===== src/rtl/audio_pkg.sv =====
`default_nettype none
// ============================================================================
// Module   : audio_pkg
// Purpose  : Shared frame type and buffer state encoding for the audio path.
// Revision : 1.0 - initial release
// ============================================================================
package audio_pkg;

    localparam int C_SAMPLE_WIDTH = 16;

    typedef struct packed {
        logic signed [C_SAMPLE_WIDTH-1:0] left;
        logic signed [C_SAMPLE_WIDTH-1:0] right;
    } audio_frame_t;

    typedef enum logic [0:0] {
        FILL = 1'b0,
        RUN  = 1'b1
    } buffer_state_t;

endpackage : audio_pkg
`default_nettype wire


===== src/rtl/audio_fifo_ram.sv =====
`default_nettype none
// ============================================================================
// Module   : audio_fifo_ram
// Purpose  : Frame storage, one synchronous write port, one async read port.
// Revision : 1.0 - initial release
// ============================================================================
module audio_fifo_ram
    import audio_pkg::*;
#(
    parameter int DEPTH_LOG2 = 4
) (
    input  logic                  inp_clock,
    input  logic                  inp_wr_en,
    input  logic [DEPTH_LOG2-1:0] inp_wr_addr,
    input  audio_frame_t          inp_wr_data,
    input  logic [DEPTH_LOG2-1:0] inp_rd_addr,
    output audio_frame_t          out_rd_data
);

    audio_frame_t r_mem [0:(2**DEPTH_LOG2)-1];

    always_ff @(posedge inp_clock) begin
        if (inp_wr_en) begin
            r_mem[inp_wr_addr] <= inp_wr_data;
        end
    end

    assign out_rd_data = r_mem[inp_rd_addr];

endmodule : audio_fifo_ram
`default_nettype wire


===== src/rtl/audio_sample_buffer.sv =====
`default_nettype none
// ============================================================================
// Module   : audio_sample_buffer
// Purpose  : Stereo frame FIFO feeding the serializer, with fill/run priming.
//            AUDIO_BUFFER_HOLD_LAST_EN: repeat last popped frame instead of
//            silence on FILL pulls and underruns.
// Revision : 1.0 - initial release
// ============================================================================
module audio_sample_buffer
    import audio_pkg::*;
#(
    parameter int SAMPLE_WIDTH = C_SAMPLE_WIDTH,
    parameter int DEPTH_LOG2   = 4,
    parameter int PRIME_LEVEL  = 4
) (
    input  logic                    inp_clock,
    input  logic                    inp_reset,
    input  logic [SAMPLE_WIDTH-1:0] inp_left,
    input  logic [SAMPLE_WIDTH-1:0] inp_right,
    input  logic                    inp_valid,
    output logic                    out_ready,
    input  logic                    inp_pull,
    output logic [SAMPLE_WIDTH-1:0] out_left,
    output logic [SAMPLE_WIDTH-1:0] out_right,
    output logic                    out_frame_valid,
    output logic [DEPTH_LOG2:0]     out_level,
    output logic                    out_underrun,
    input  logic                    inp_clear
);

    localparam logic [DEPTH_LOG2:0] C_DEPTH = {1'b1, {DEPTH_LOG2{1'b0}}};
    localparam logic [DEPTH_LOG2:0] C_PRIME = (DEPTH_LOG2+1)'(PRIME_LEVEL);

    buffer_state_t           r_state;
    buffer_state_t           w_state_next;
    logic [DEPTH_LOG2-1:0]   r_wr_ptr;
    logic [DEPTH_LOG2-1:0]   r_rd_ptr;
    logic [DEPTH_LOG2:0]     r_level;
    audio_frame_t            r_out;
    logic                    r_frame_valid;
    logic                    r_underrun;
    audio_frame_t            w_wr_frame;
    audio_frame_t            w_rd_frame;
    audio_frame_t            w_silence;
    audio_frame_t            w_frame_sel;
    logic                    w_push;
    logic                    w_pull;
    logic                    w_pop;
    logic                    w_underrun;

    assign w_wr_frame = '{left: inp_left, right: inp_right};

    audio_fifo_ram #(
        .DEPTH_LOG2 (DEPTH_LOG2)
    ) u_ram (
        .inp_clock   (inp_clock),
        .inp_wr_en   (w_push),
        .inp_wr_addr (r_wr_ptr),
        .inp_wr_data (w_wr_frame),
        .inp_rd_addr (r_rd_ptr),
        .out_rd_data (w_rd_frame)
    );

`ifdef AUDIO_BUFFER_HOLD_LAST_EN
    audio_frame_t r_last;

    always_ff @(posedge inp_clock) begin
        if (inp_reset) begin
            r_last <= '0;
        end else if (w_pop) begin
            r_last <= w_rd_frame;
        end
    end

    assign w_silence = r_last;
`else
    assign w_silence = '0;
`endif

    // State register
    always_ff @(posedge inp_clock) begin
        if (inp_reset) begin
            r_state <= FILL;
        end else begin
            r_state <= w_state_next;
        end
    end

    // Next-state logic: priming is judged on the registered level
    always_comb begin
        w_state_next = r_state;
        case (r_state)
            FILL:    if (r_level >= C_PRIME) w_state_next = RUN;
            RUN:     if (w_underrun)         w_state_next = FILL;
            default: w_state_next = FILL;
        endcase
    end

    // State-dependent control; an empty RUN pull never bypasses a same-cycle push
    always_comb begin
        w_pull      = inp_pull && !inp_reset;
        w_push      = inp_valid && !inp_reset && (r_level != C_DEPTH);
        w_pop       = w_pull && (r_state == RUN) && (r_level != '0);
        w_underrun  = w_pull && (r_state == RUN) && (r_level == '0);
        w_frame_sel = w_pop ? w_rd_frame : w_silence;
    end

    always_ff @(posedge inp_clock) begin
        if (inp_reset) begin
            r_wr_ptr      <= '0;
            r_rd_ptr      <= '0;
            r_level       <= '0;
            r_out         <= '0;
            r_frame_valid <= 1'b0;
            r_underrun    <= 1'b0;
        end else begin
            if (w_push) r_wr_ptr <= r_wr_ptr + 1'b1;
            if (w_pop)  r_rd_ptr <= r_rd_ptr + 1'b1;
            case ({w_push, w_pop})
                2'b10:   r_level <= r_level + 1'b1;
                2'b01:   r_level <= r_level - 1'b1;
                default: r_level <= r_level;
            endcase
            if (w_pull) r_out <= w_frame_sel;
            r_frame_valid <= w_pull;
            if (w_underrun) begin
                r_underrun <= 1'b1;
            end else if (inp_clear) begin
                r_underrun <= 1'b0;
            end
        end
    end

    assign out_ready       = !inp_reset && (r_level != C_DEPTH);
    assign out_left        = r_out.left;
    assign out_right       = r_out.right;
    assign out_frame_valid = r_frame_valid;
    assign out_level       = r_level;
    assign out_underrun    = r_underrun;

endmodule : audio_sample_buffer
`default_nettype wire


===== config.mk =====
export PLATFORM = sky130hd
export DESIGN_NAME = audio_sample_buffer
export DESIGN_NICKNAME = d
export VERILOG_FILES = /design/src/rtl/audio_pkg.sv /design/src/rtl/audio_fifo_ram.sv /design/src/rtl/audio_sample_buffer.sv
export SDC_FILE = /design/constraint.sdc
export NUM_CORES = 1
export LEC_CHECK = 0
export BUFFER_PORTS_ARGS = -buffer_cell sky130_fd_sc_hd__buf_2
export CORE_MARGIN = 2
export CORE_UTILIZATION = 35
export CTS_BUF_LIST = sky130_fd_sc_hd__clkbuf_4
export CTS_CLUSTER_DIAMETER = 80
export CTS_CLUSTER_SIZE = 10
export DETAILED_ROUTE_END_ITERATION = 12
export SYNTH_ARGS = -nofsm -noshare
export SYNTH_HDL_FRONTEND = slang
export SYNTH_SLANG_ARGS = --single-unit

===== constraint.sdc =====
create_clock -name inp_clock -period 8.78 [get_ports inp_clock]
set_input_delay 0.878 -clock inp_clock [delete_from_list [all_inputs] [get_ports inp_clock]]
set_output_delay 0.878 -clock inp_clock [all_outputs]
set_load 0.01 [all_outputs]

## Word level (Yosys, flattened, before mapping)

Memory sizes are Yosys's and may differ from the RTL's. A register that Yosys moved wholly into a read port is not among the register bits.
Index checks and enable logic that the tools add are counted.
W data, S select, Z words.

| word-level totals | value |
|---|---|
| register bits | 48 |
| RAM bits | 512 |
| bits of input ports | 37 |
| output and inout port bits | 40 |
| logic and storage cells | 41 |
| memories | 1 |

| cells by class | value |
|---|---|
| add/sub/neg operators | 4 |
| $lt $le $gt $ge | 1 |
| equal/unequal tests | 3 |
| muxes and demuxes | 11 |
| bitwise gates (word level) | 1 |
| reductions and logical operators | 12 |

Memory list:

| memory | words | width | rd ports | clocked after memory_dff | wr ports | RTL line | text |
|---|---|---|---|---|---|---|---|
| u_ram.r_mem | 16 | 32 | 1 | 1 | 1 | audio_fifo_ram.sv:20 | `audio_frame_t r_mem [0:(2**DEPTH_LOG2)-1];` |

Operators by type and width:

| operator | number |
|---|---|
| $mux W32 | 1 |
| $pmux W5 S2 | 1 |
| $add A4 B1 Y4 const B | 2 |
| $mux W4 | 2 |
| $logic_and A1 B1 Y1 | 7 |
| $mux W1 | 6 |
| $add A5 B1 Y5 const B | 1 |
| $ge A5 B3 Y1 const B | 1 |
| $logic_not A5 Y1 | 1 |
| $ne A5 B5 Y1 const B | 1 |
| $reduce_bool A5 Y1 | 1 |
| $sub A5 B1 Y5 const B | 1 |
| $reduce_bool A2 Y1 | 2 |
| $eq A2 B1 Y1 const B | 1 |
| $eq A2 B2 Y1 const B | 1 |
| $pmux W1 S2 | 1 |
| $logic_not A1 Y1 | 1 |
| $not A1 Y1 | 1 |

## Depth between registers and ports, before layout

Gate-level depths: netlist of run 1.

| depth | value |
|---|---|
| word-level depth | 6 |
| depth in mapped cells | 14 |
| depth with buffers taken out | 10 |

## Modules after synthesis

From an unflattened synthesis of run 1, not the netlist that was laid out.

| unflattened totals | value |
|---|---|
| cell total of the unflattened synthesis | 1037 |
| area, all modules | 21265.4 um^2 |

By module, submodules not included:

| module | times used | cells each | area an instance (um^2) | sequential area each (um^2) |
|---|---|---|---|---|
| audio_fifo_ram | 1 | 806 | 19213.4 | 15374.7 |
| audio_sample_buffer | 1 | 231 | 2052.0 | 960.9 |

## Least setup slack after synthesis of run 1

Ideal clock, no wire load.

| timing | value |
|---|---|
| kind | input-to-reg |
| start point | input port inp_reset |
| end point | memory u_ram.r_mem[0][0] (netlist bit), enable pin |
| library setup time | 0.461 ns |
| data arrival time | 3.591 ns |
| required time | 8.319 ns |
| setup slack | 4.728 ns |
| stages | 5 |
| buffers on the path | 1 |
| cell sequence | inv_1 o211a_1 buf_2 nand2_1 nor3_1 |

| on the way | value |
|---|---|
| cells in the longest elaborated chain, start to end | 5 |

Ends and longest elaborated chain:

| element | RTL line | text |
|---|---|---|
| start, declared | audio_sample_buffer.sv:17 | `input logic inp_reset,` |
| $logic_not A1 Y1 | audio_sample_buffer.sv:102 | `w_push = inp_valid && !inp_reset && (r_level != C_DEPTH);` |
| $logic_and A1 B1 Y1 (2 in series) | audio_sample_buffer.sv:102 |  |
| $mux W1 | audio_fifo_ram.sv:23 | `if (inp_wr_en) begin` |
| $mux W1 (not written as such) | audio_fifo_ram.sv:24 | `r_mem[inp_wr_addr] <= inp_wr_data;` |
| end, declared | audio_fifo_ram.sv:20 |  |

No other way between the ends.

## Worst setup path after layout of run 1

| timing | value |
|---|---|
| start point | register r_level[2], in the netlist out_level[2] |
| end point | register r_level[4], in the netlist out_level[4] |

| on the way | value |
|---|---|
| cells in the longest elaborated chain, start to end | 4 |
| elaborated cells on any way between the ends | 10 |
| those cells by class | add/sub: 2; eq/ne: 3; mux: 1; reduce/logical: 4 |

Ends and longest elaborated chain:

| element | RTL line | text |
|---|---|---|
| start, declared | audio_sample_buffer.sv:38 | `logic [DEPTH_LOG2:0] r_level;` |
| start signal, assigned | audio_sample_buffer.sv:120 | `2'b10: r_level <= r_level + 1'b1;` |
| start signal, assigned | audio_sample_buffer.sv:121 | `2'b01: r_level <= r_level - 1'b1;` |
| start signal, assigned | audio_sample_buffer.sv:122 | `default: r_level <= r_level;` |
| branches (longest 4 deep; another with $sub A5 B1 Y5) | -- |  |

Parallel ways; which one is timed is not known.
A chain may end at the register's enable or synchronous reset.

==> results of run 1 <==
[path summary, 6_finish.rpt]
path                                     to  slack (ns)  cells after the start
hold / removal    out_underrun$_SDFFE_PP0P_        0.37                      3
setup reg to reg  out_level[4]$_SDFFE_PP0P_        5.64                     10
setup / recovery  out_level[4]$_SDFFE_PP0P_        5.64                     10
hold reg to reg    out_left[1]$_SDFFE_PP0N_        0.46                      1
[worst max-delay path, stage by stage (launching register included)]
cell and delay (ns):
dfxtp_1 0.44, or4_4 0.60, o211a_1 0.35, inv_2 0.11, ha_1 0.35, xor2_1 0.19, ha_1 0.17, a21oi_1 0.06
a221o_1 0.33, a2111o_1 0.39, o2111ai_1 0.07
[stage by stage]
step                instances  power [mW]
floorplan                 983        3.06
global placement         1810        3.12
detailed placement       1810        3.12
CTS                      1931        4.56
global route             1932        4.68
finish                   1933        4.51
[cell usage in the layout, fill, tap and decap left out, types with 10 or more instances in the layout]
master / count
a21o_1: 33
buf_2: 76
buf_4: 24
clkbuf_4: 119
dfxtp_1: 49
edfxtp_1: 512
mux2i_1: 67
mux4_2: 128
nand2_1: 11
nor2_1: 10
nor2_4: 13
o22ai_1: 34
[kinds of logic (layout without fill, tap and decap cells)]
kind of cell               Yosys count  after routing  share of synthesized area [%]
muxes                              195            195                           16.6
xor gates and xnor gates             8              8                          0.328
DFF                                564            564                           76.7
AOI/OAI and AO/OA                   87             87                           3.01
and+or+nand+nor                     58             58                           1.32
buffers and inverters               62            228                           1.47
other                                0              2                              0
adders and majority gates            9              9                          0.526
[flip-flops by register name, summed over array words and instances (netlist names), named ones only]
name,cells
out_frame_valid,1
out_left,16
out_level,5
out_right,16
out_underrun,1
r_rd_ptr,4
r_state,1
r_wr_ptr,4
u_ram.r_mem,512
[layout make-up]
class / count / area, um2 / share of cell area (%)
sequential: 564 / 16400 / 69.4
multi-input combinational: 357 / 4780 / 20.2
tap: 782 / 978 / 4.13
clock buffer: 119 / 893 / 3.77
timing repair buffer: 100 / 561 / 2.37
inverter: 7 / 26.3 / 0.111
clock inverter: 2 / 12.5 / 0.0528
antenna: 2 / 5.00 / 0.0211
[metal layers]
metal / track usage [%] / up-vias
li1: - / 4352
met1: 19.3 / 5216
met2: 24.2 / 208
met3: 2.68 / 48
met4: 4.30 / 4
met5: 0 / -
[report_power, final]
group | switching, mW | internal (mW)
clock | 0.844 | 0.606
sequential | 0.00745 | 2.94
combinational | 0.0729 | 0.0333
total | 0.925 | 3.58
==> metrics.txt, run 1 <==
outcome completed; Yosys top cell area share ~72%; hold_buf cts 0; skew final 0.0399 ns; nets 1,142; Final Worst Setup Slack between 5 and 6 ns; Max Used Layer met5; CTS sink cnt 564; layout cells sized above 1 between 30% and 40%; sequential element share of the synthesized area around 77%; Tcrit/Tclk final about 36%; synth top area cells edfxtp_1, mux4_2, dfxtp_1; CTS tree built; Mapped Area about 0.021 mm2; Async SR Flop Fraction 0%; Detailed Routing Iterations Pass 1 5; Buffers on Ports 76; CTS resizes 0; # setup viols final 0; Avg Inst Size Synth 21.8 um2; Vias between 9,000 and 10,000; gpl congestion between 0.7 and 0.8; Post-DP HPWL about 23,000 um; CP required 9.47 ns; Crit. End Element flip-flop; Synth area leader edfxtp_1; Total GRT Usage roughly 14%; initial antenna violation count 4; clock-pin slew on the worst setup and hold paths 0.12 ns; minimum hold slack between 0.3 and 0.4 ns; CP Data Arrival Time 3.83 ns; Final Hold Fails 0; Max VDD drop 75.0 uV; Worst setup SP type flip-flop; Critical Path Start out_level[2]$_SDFFE_PP0P_; most frequent cell after synthesis edfxtp_1; die area around 0.063 mm2; clock buffer count from CTS between 60 and 70; Initial DRC Count between 800 and 900; io pins 77; wl on met1 roughly 20,000 um; actual slew at the worst max-slew pin roughly 1.0 ns; vias per cell 5.08; Die Ht roughly 250 um; Post-synth top cells edfxtp_1, mux4_2, mux2i_1; syn_nets 1,029; CP max FO 12; first-pass GRT wire length around 67,000 um; Final min period 3.14 ns; Worst-Skew Late Latency a little under 0.8 ns; drt total wl roughly 45,000 um; RSZ-0062 raised after global routing no; DR WL met3 ~2000 um; max_cap viols 0; Sum Neg Setup Slack 0 ns; clk root buf clkbuf_4; worst r2r src out_level[2]$_SDFFE_PP0P_; DRC viols 0; per-cell routed wire length between 20 and 25 um; DP Area roughly 0.023 mm2; GR Overflow Total 0; power per cell area between 150 and 200 mW/mm2; number of synthesized flops with an enable pin around 510; clock buffer depth 3; HP Class in2reg; relative slew slack a little under a third; DR WL met2 22,300 um; leak pwr 7.52 nW; die width 251 um; Fill cells about 5,400; core area 0.0604 mm2; # Post-CTS Setup Buffers 0; Row Count 90; Routed Antenna Nets 0; max frequency 319 MHz; pin count of the biggest net entering global routing 70; synthesized instance count approximately 980; Placement Setup Slack 5.07 ns; vias in the first global route approximately 10,000; synth-to-layout area growth 10.7%; flops & latches, synth 564; predominant post-synthesis flop cell edfxtp_1; Max Transition Viols Final 0; critical path type reg2reg; starting density of the core 35.4%; Synth cell types 43; H-tree Lvls 3; launch point of the worst hold path inp_clear; final instance area 0.0237 mm2; YS warnings 0; fin util between 30% and 40%
No activity file was read; power rests on OpenSTA's default activity.
==> run 2: changes to the inputs <==
Clock period 8.78 ns to 2.82 ns, I/O delays scaled along.
==> run 2 against run 1 <==
Worst setup slack got worse by 5.5 ns. Clock skew rose by 0.018 ns. Critical endpoint unchanged. Sequential cell count is the same. Die area unchanged.
==> metrics.txt, run 2 (same netlist as run 1, synthesis figures left out) <==
Largest register FFs roughly 510; Final min period 2.71 ns; Crit. End Element flip-flop; CP Data Arrival Time roughly 3.5 ns; Buffers on Ports between 70 and 80; drt total wl 45,600 um; starting density of the core a little over a third; DRC viols 0; Die Ht 251 um; HP Class in2reg; pin count of the biggest net entering global routing 39; Worst setup SP type flip-flop; die width ~250 um; Max VDD drop roughly 260 uV; power per cell area 575 mW/mm2; CP max FO 10; initial antenna violation count 3; Routed Antenna Nets 0; nets approximately 1,200; layout cells sized above 1 33.2%; worst r2r path cells 10; GR Overflow Total 0; clock buffer count from CTS 66; Tcrit/Tclk final 96.3%; Hold Path Sink u_ram.r_mem[1][17]$_DFFE_PP_; Worst-Skew Late Latency 0.81 ns; Max Transition Viols Final 0; leak pwr 7.83 nW; cell count after placement around 1,800; actual slew at the worst max-slew pin 1.22 ns; core area around 0.060 mm2; relative slew slack between 10% and 20%; Row Count 90; Post-DP HPWL around 25,000 um; first-pass GRT wire length between 60,000 and 70,000 um; Detailed Routing Iterations Pass 1 5; clk root buf clkbuf_4; Initial DRC Count between 700 and 800; CTS tree built; RR Endpoint out_level[4]$_SDFFE_PP0P_; Top reg by flops u_ram.r_mem; Vias roughly 10,000; clock buffer depth 3; synth-to-layout area growth 14.8%; per-cell routed wire length ~23 um; outcome completed; total power about 14 mW; Final Hold Fails 0; CTS sink cnt ~560; critical path type reg2reg; clock-pin slew on the worst setup and hold paths 0.13 ns; Total GRT Usage 14.8%; worst r2r src out_level[0]$_SDFFE_PP0P_; CP required roughly 3.6 ns; max frequency between 300 and 400 MHz; # setup viols final 0; die area approximately 0.063 mm2; FF-to-FF setup slack around 0.11 ns; vias per cell 5.09; hold depth 2; RSZ-0062 raised after global routing no; most frequent cells in the layout edfxtp_1, mux4_2, clkbuf_4, buf_2, mux2i_1; skew final around 0.058 ns; launch point of the worst hold path inp_left[1]; vias in the first global route roughly 11,000; gpl congestion 0.730; Cell Count, Final, Fillers Out about 2,000; H-tree Lvls 3; max_cap viols 0; commonest non-fill, non-tap cell in the layout edfxtp_1; io pins 77; fin util between 40% and 50%
## run 2: changes by cell type in the layout (fill, tap and decap cells not counted), moves of 2 or more
| cell | change |
|---|---|
| dlygate4sd3_1 | +38 |
| buf_12 | +22 |
| nor3_2 | -4 |
| nor3_4 | +4 |
| dfxtp_1 | -2 |
| dfxtp_2 | +2 |
| ha_1 | -2 |
## run 2: layer usage
layer	up-vias	global-route usage, %	routed length, um
li1	4488	-	-
met1	5351	19.7	19900
met2	236	24.6	22700
met3	53	3.01	2260
met4	4	4.40	749
met5	-	0	30
## run 2: repair_timing
action,4_1_cts,5_1_grt
resized for setup,0,1
endpoints found under the hold margin,532,0
endpoints found under the setup margin,0,1
hold buffers,38,0
buffers inserted,0,0
## run 2: power breakdown
part | leakage (nW) | switching (mW) | internal (mW) | total, mW
clock | 0.547 | 2.67 | 1.87 | 4.54
sequential | 5.03 | 0.0228 | 9.17 | 9.19
combinational | 2.25 | 0.248 | 0.151 | 0.399
## run 2: area by class of cell
type	count	area, um2
antenna	1	2.50
clock buffer	118	886
clock inverter	2	11.3
fill	5379	35800
inverter	7	28.8
multi-input combinational	357	4830
sequential	564	16400
tap	782	978
timing repair buffer	160	1380
## run 2: metrics by stage
stage / setup slack [ns] / setup TNS [ns] / hold slack [ns] / instance area, um2
6_report: 0.106 / 0 / 0.403 / 24500
5_1_grt: 0.0252 / 0 / 0.353 / 24500
4_1_cts: 0.0691 / 0 / 0.318 / 24500
3_5_place_dp: 0.107 / 0 / 0.437 / 23300
3_3_place_gp: 0.148 / 0 / 0.432 / 23300
2_1_floorplan: -0.122 / -26.84 / 0.381 / 21500
## run 2: worst max-delay path, stage by stage, from the launching register on
cell and delay [ns]:
dfxtp_2 0.39, or4_4 0.56, o211a_4 0.30, inv_4 0.07, ha_4 0.19, xor2_1 0.16, ha_2 0.21, a21oi_2 0.05
a221o_1 0.36, a2111o_1 0.30, o2111ai_1 0.08
## run 2: how the worst max path moves through the flow
stage,start,end,slack (ns)
global route,out_level[0]$_SDFFE_PP0P_,out_level[4]$_SDFFE_PP0P_,0.03
detailed placement,out_level[0]$_SDFFE_PP0P_,out_level[4]$_SDFFE_PP0P_,0.11
finish,out_level[0]$_SDFFE_PP0P_,out_level[4]$_SDFFE_PP0P_,0.11
CTS,out_level[0]$_SDFFE_PP0P_,out_level[4]$_SDFFE_PP0P_,0.07
global placement,out_level[0]$_SDFFE_PP0P_,out_level[4]$_SDFFE_PP0P_,0.15
floorplan,out_level[4]$_SDFFE_PP0P_,u_ram.r_mem[12][0]$_DFFE_PP_,-0.12
==> run 3: changes to the inputs <==
Settings changed: MAX_ROUTING_LAYER set to met4.
==> run 3 against run 2 <==
Routed wire length is 0.27% higher. Sequential cell count stayed put. Sequential power hardly changed. Cell area hardly changed. Clock skew is 0.0039 ns lower. Register-to-register slack hardly changed. Core utilization hardly changed. Global-route usage is 0.47 points higher. Critical path type unchanged. Largest cell class unchanged.
==> metrics.txt, run 3 (same netlist as run 1, synthesis figures left out) <==
outcome completed; Post-DP HPWL 25,500 um; layout cells sized above 1 roughly 33%; clock buffer count from CTS 66; gpl congestion about 0.74; Routed Antenna Nets 0; multi-input logic area between 0.004 and 0.005 mm2; Tcrit/Tclk final 96.2%; clock-pin slew on the worst setup and hold paths about 0.13 ns; # setup viols final 0; Storage cell area ~0.016 mm2; # Post-CTS Setup Buffers 0; relative slew slack 19.4%; worst r2r path cells 10; RSZ-0062 raised after global routing no; CP Data Arrival Time 3.48 ns; CP Cell Sequence or4_4 > o211a_4 > inv_4 > ha_4 > xor2_1 > ha_2 > a21oi_2 > a221o_1 > a2111o_1 > o2111ai_1; pin count of the biggest net entering global routing 39; WP buf/inv 1; most frequent cells in the layout edfxtp_1, mux4_2, clkbuf_4, buf_2, mux2i_1; cell count after placement 1,832; CP max FO 10; Largest register FFs 512; Fill cells roughly 5,400; H-tree Lvls 3; HP Class in2reg; Final Hold Fails 0; DRC viols 0; initial antenna violation count 3; Vias ~10,000; Top reg by flops u_ram.r_mem; Initial DRC Count between 800 and 900; per-cell routed wire length between 20 and 25 um; actual slew at the worst max-slew pin between 1 and 1.5 ns; core area slightly above 0.06 mm2; RR Endpoint out_level[4]$_SDFFE_PP0P_; vias in the first global route 10,800; Critical-path top delay cell or4_4; launch point of the worst hold path inp_right[15]; Buffers on Ports 76; Cell Count, Final, Fillers Out ~2,000; synth-to-layout area growth 14.8%; CTS sink cnt ~560; io pins 77; starting density of the core a little over a third; GR Overflow Total 0; Detailed Routing Iterations Pass 1 7; Final min period between 2 and 3 ns; Crit. End Element flip-flop; Die Ht between 200 and 300 um; Worst setup SP type flip-flop; Worst-Skew Late Latency slightly above 0.8 ns; power per cell area approximately 580 mW/mm2; clk root buf clkbuf_4; Sum Neg Setup Slack 0 ns; Max Transition Viols Final 0; Total GRT Usage between 10% and 20%; CP peak stage delay about 0.56 ns; hold depth 2; CTS tree built; CP required 3.58 ns; die area between 0.06 and 0.07 mm2; Max VDD drop ~260 uV; first-pass GRT wire length roughly 69,000 um; Row Count 90; clock buffer depth 3; die width between 200 and 300 um; commonest non-fill, non-tap cell in the layout edfxtp_1; Top Family by Delay on Critical Path compound AO/OA/AOI/OAI gates; drt total wl around 46,000 um; vias per cell 5.07; critical path type reg2reg; max frequency approximately 370 MHz; Hold Path Sink u_ram.r_mem[0][15]$_DFFE_PP_; skew final between 0.05 and 0.06 ns; worst r2r src out_level[0]$_SDFFE_PP0P_; nets between 1,000 and 1,500; FF-to-FF setup slack between 0.1 and 0.15 ns; max_cap viols 0; leak pwr 7.83 nW
## run 3: cell types whose count changed in the layout (fill, tap and decap cells not counted), sizes merged
cell	before	now
diode	1	3
## run 3: worst max path at each step
| stage | from | end | slack [ns] | cells past startpoint |
|---|---|---|---|---|
| finish | out_level[0]$_SDFFE_PP0P_ | out_level[4]$_SDFFE_PP0P_ | 0.11 | 10 |
| global route | out_level[0]$_SDFFE_PP0P_ | out_level[4]$_SDFFE_PP0P_ | 0.03 | 10 |
| CTS | out_level[0]$_SDFFE_PP0P_ | out_level[4]$_SDFFE_PP0P_ | 0.07 | 10 |
| detailed placement | out_level[0]$_SDFFE_PP0P_ | out_level[4]$_SDFFE_PP0P_ | 0.11 | 10 |
| global placement | out_level[0]$_SDFFE_PP0P_ | out_level[4]$_SDFFE_PP0P_ | 0.15 | 10 |
| floorplan | out_level[4]$_SDFFE_PP0P_ | u_ram.r_mem[12][0]$_DFFE_PP_ | -0.12 | 6 |
## run 3: layout make-up
class                   instances  share of cell area (%)
diodes                          3                  0.0306
well taps                     782                    3.98
multi-input cells             357                    19.7
inverters                       7                   0.117
clock buffers                 118                    3.61
flip-flops and latches        564                    66.9
clock inverters                 2                  0.0459
repair buffers                160                    5.63
## run 3: what timing repair did
item                                    CTS  global route
gates resized for setup                   0             1
endpoints found under the setup margin    0             1
hold buffers                             38             0
endpoints found under the hold margin   532             0
## run 3: metal layers
metal / wire length, um / track usage (%)
met3: 2200 / 3.23
met5: 0 / -
met4: 705 / 4.15
met2: 22700 / 24.6
met1: 20200 / 19.7
## run 3: through the flow
stage                     instance area, um2  hold slack, ns  utilization, %  power (mW)  worst slack, ns
after floorplan                        21500           0.381               -        9.54           -0.122
after global placement                 23300           0.432            38.5        9.73            0.148
after detailed placement               23300           0.437            38.5        9.75            0.107
after CTS                              24500           0.318            40.7        14.3           0.0691
after global routing                   24600           0.336            40.7        14.7           0.0253
final                                  24600           0.377            40.7        14.1            0.106
## run 3: power breakdown
group | total [mW] | internal, mW | switching [mW]
combinational | 0.400 | 0.151 | 0.249
clock | 4.54 | 1.87 | 2.67
sequential | 9.19 | 9.17 | 0.0227
total | 14.1 | 11.2 | 2.95
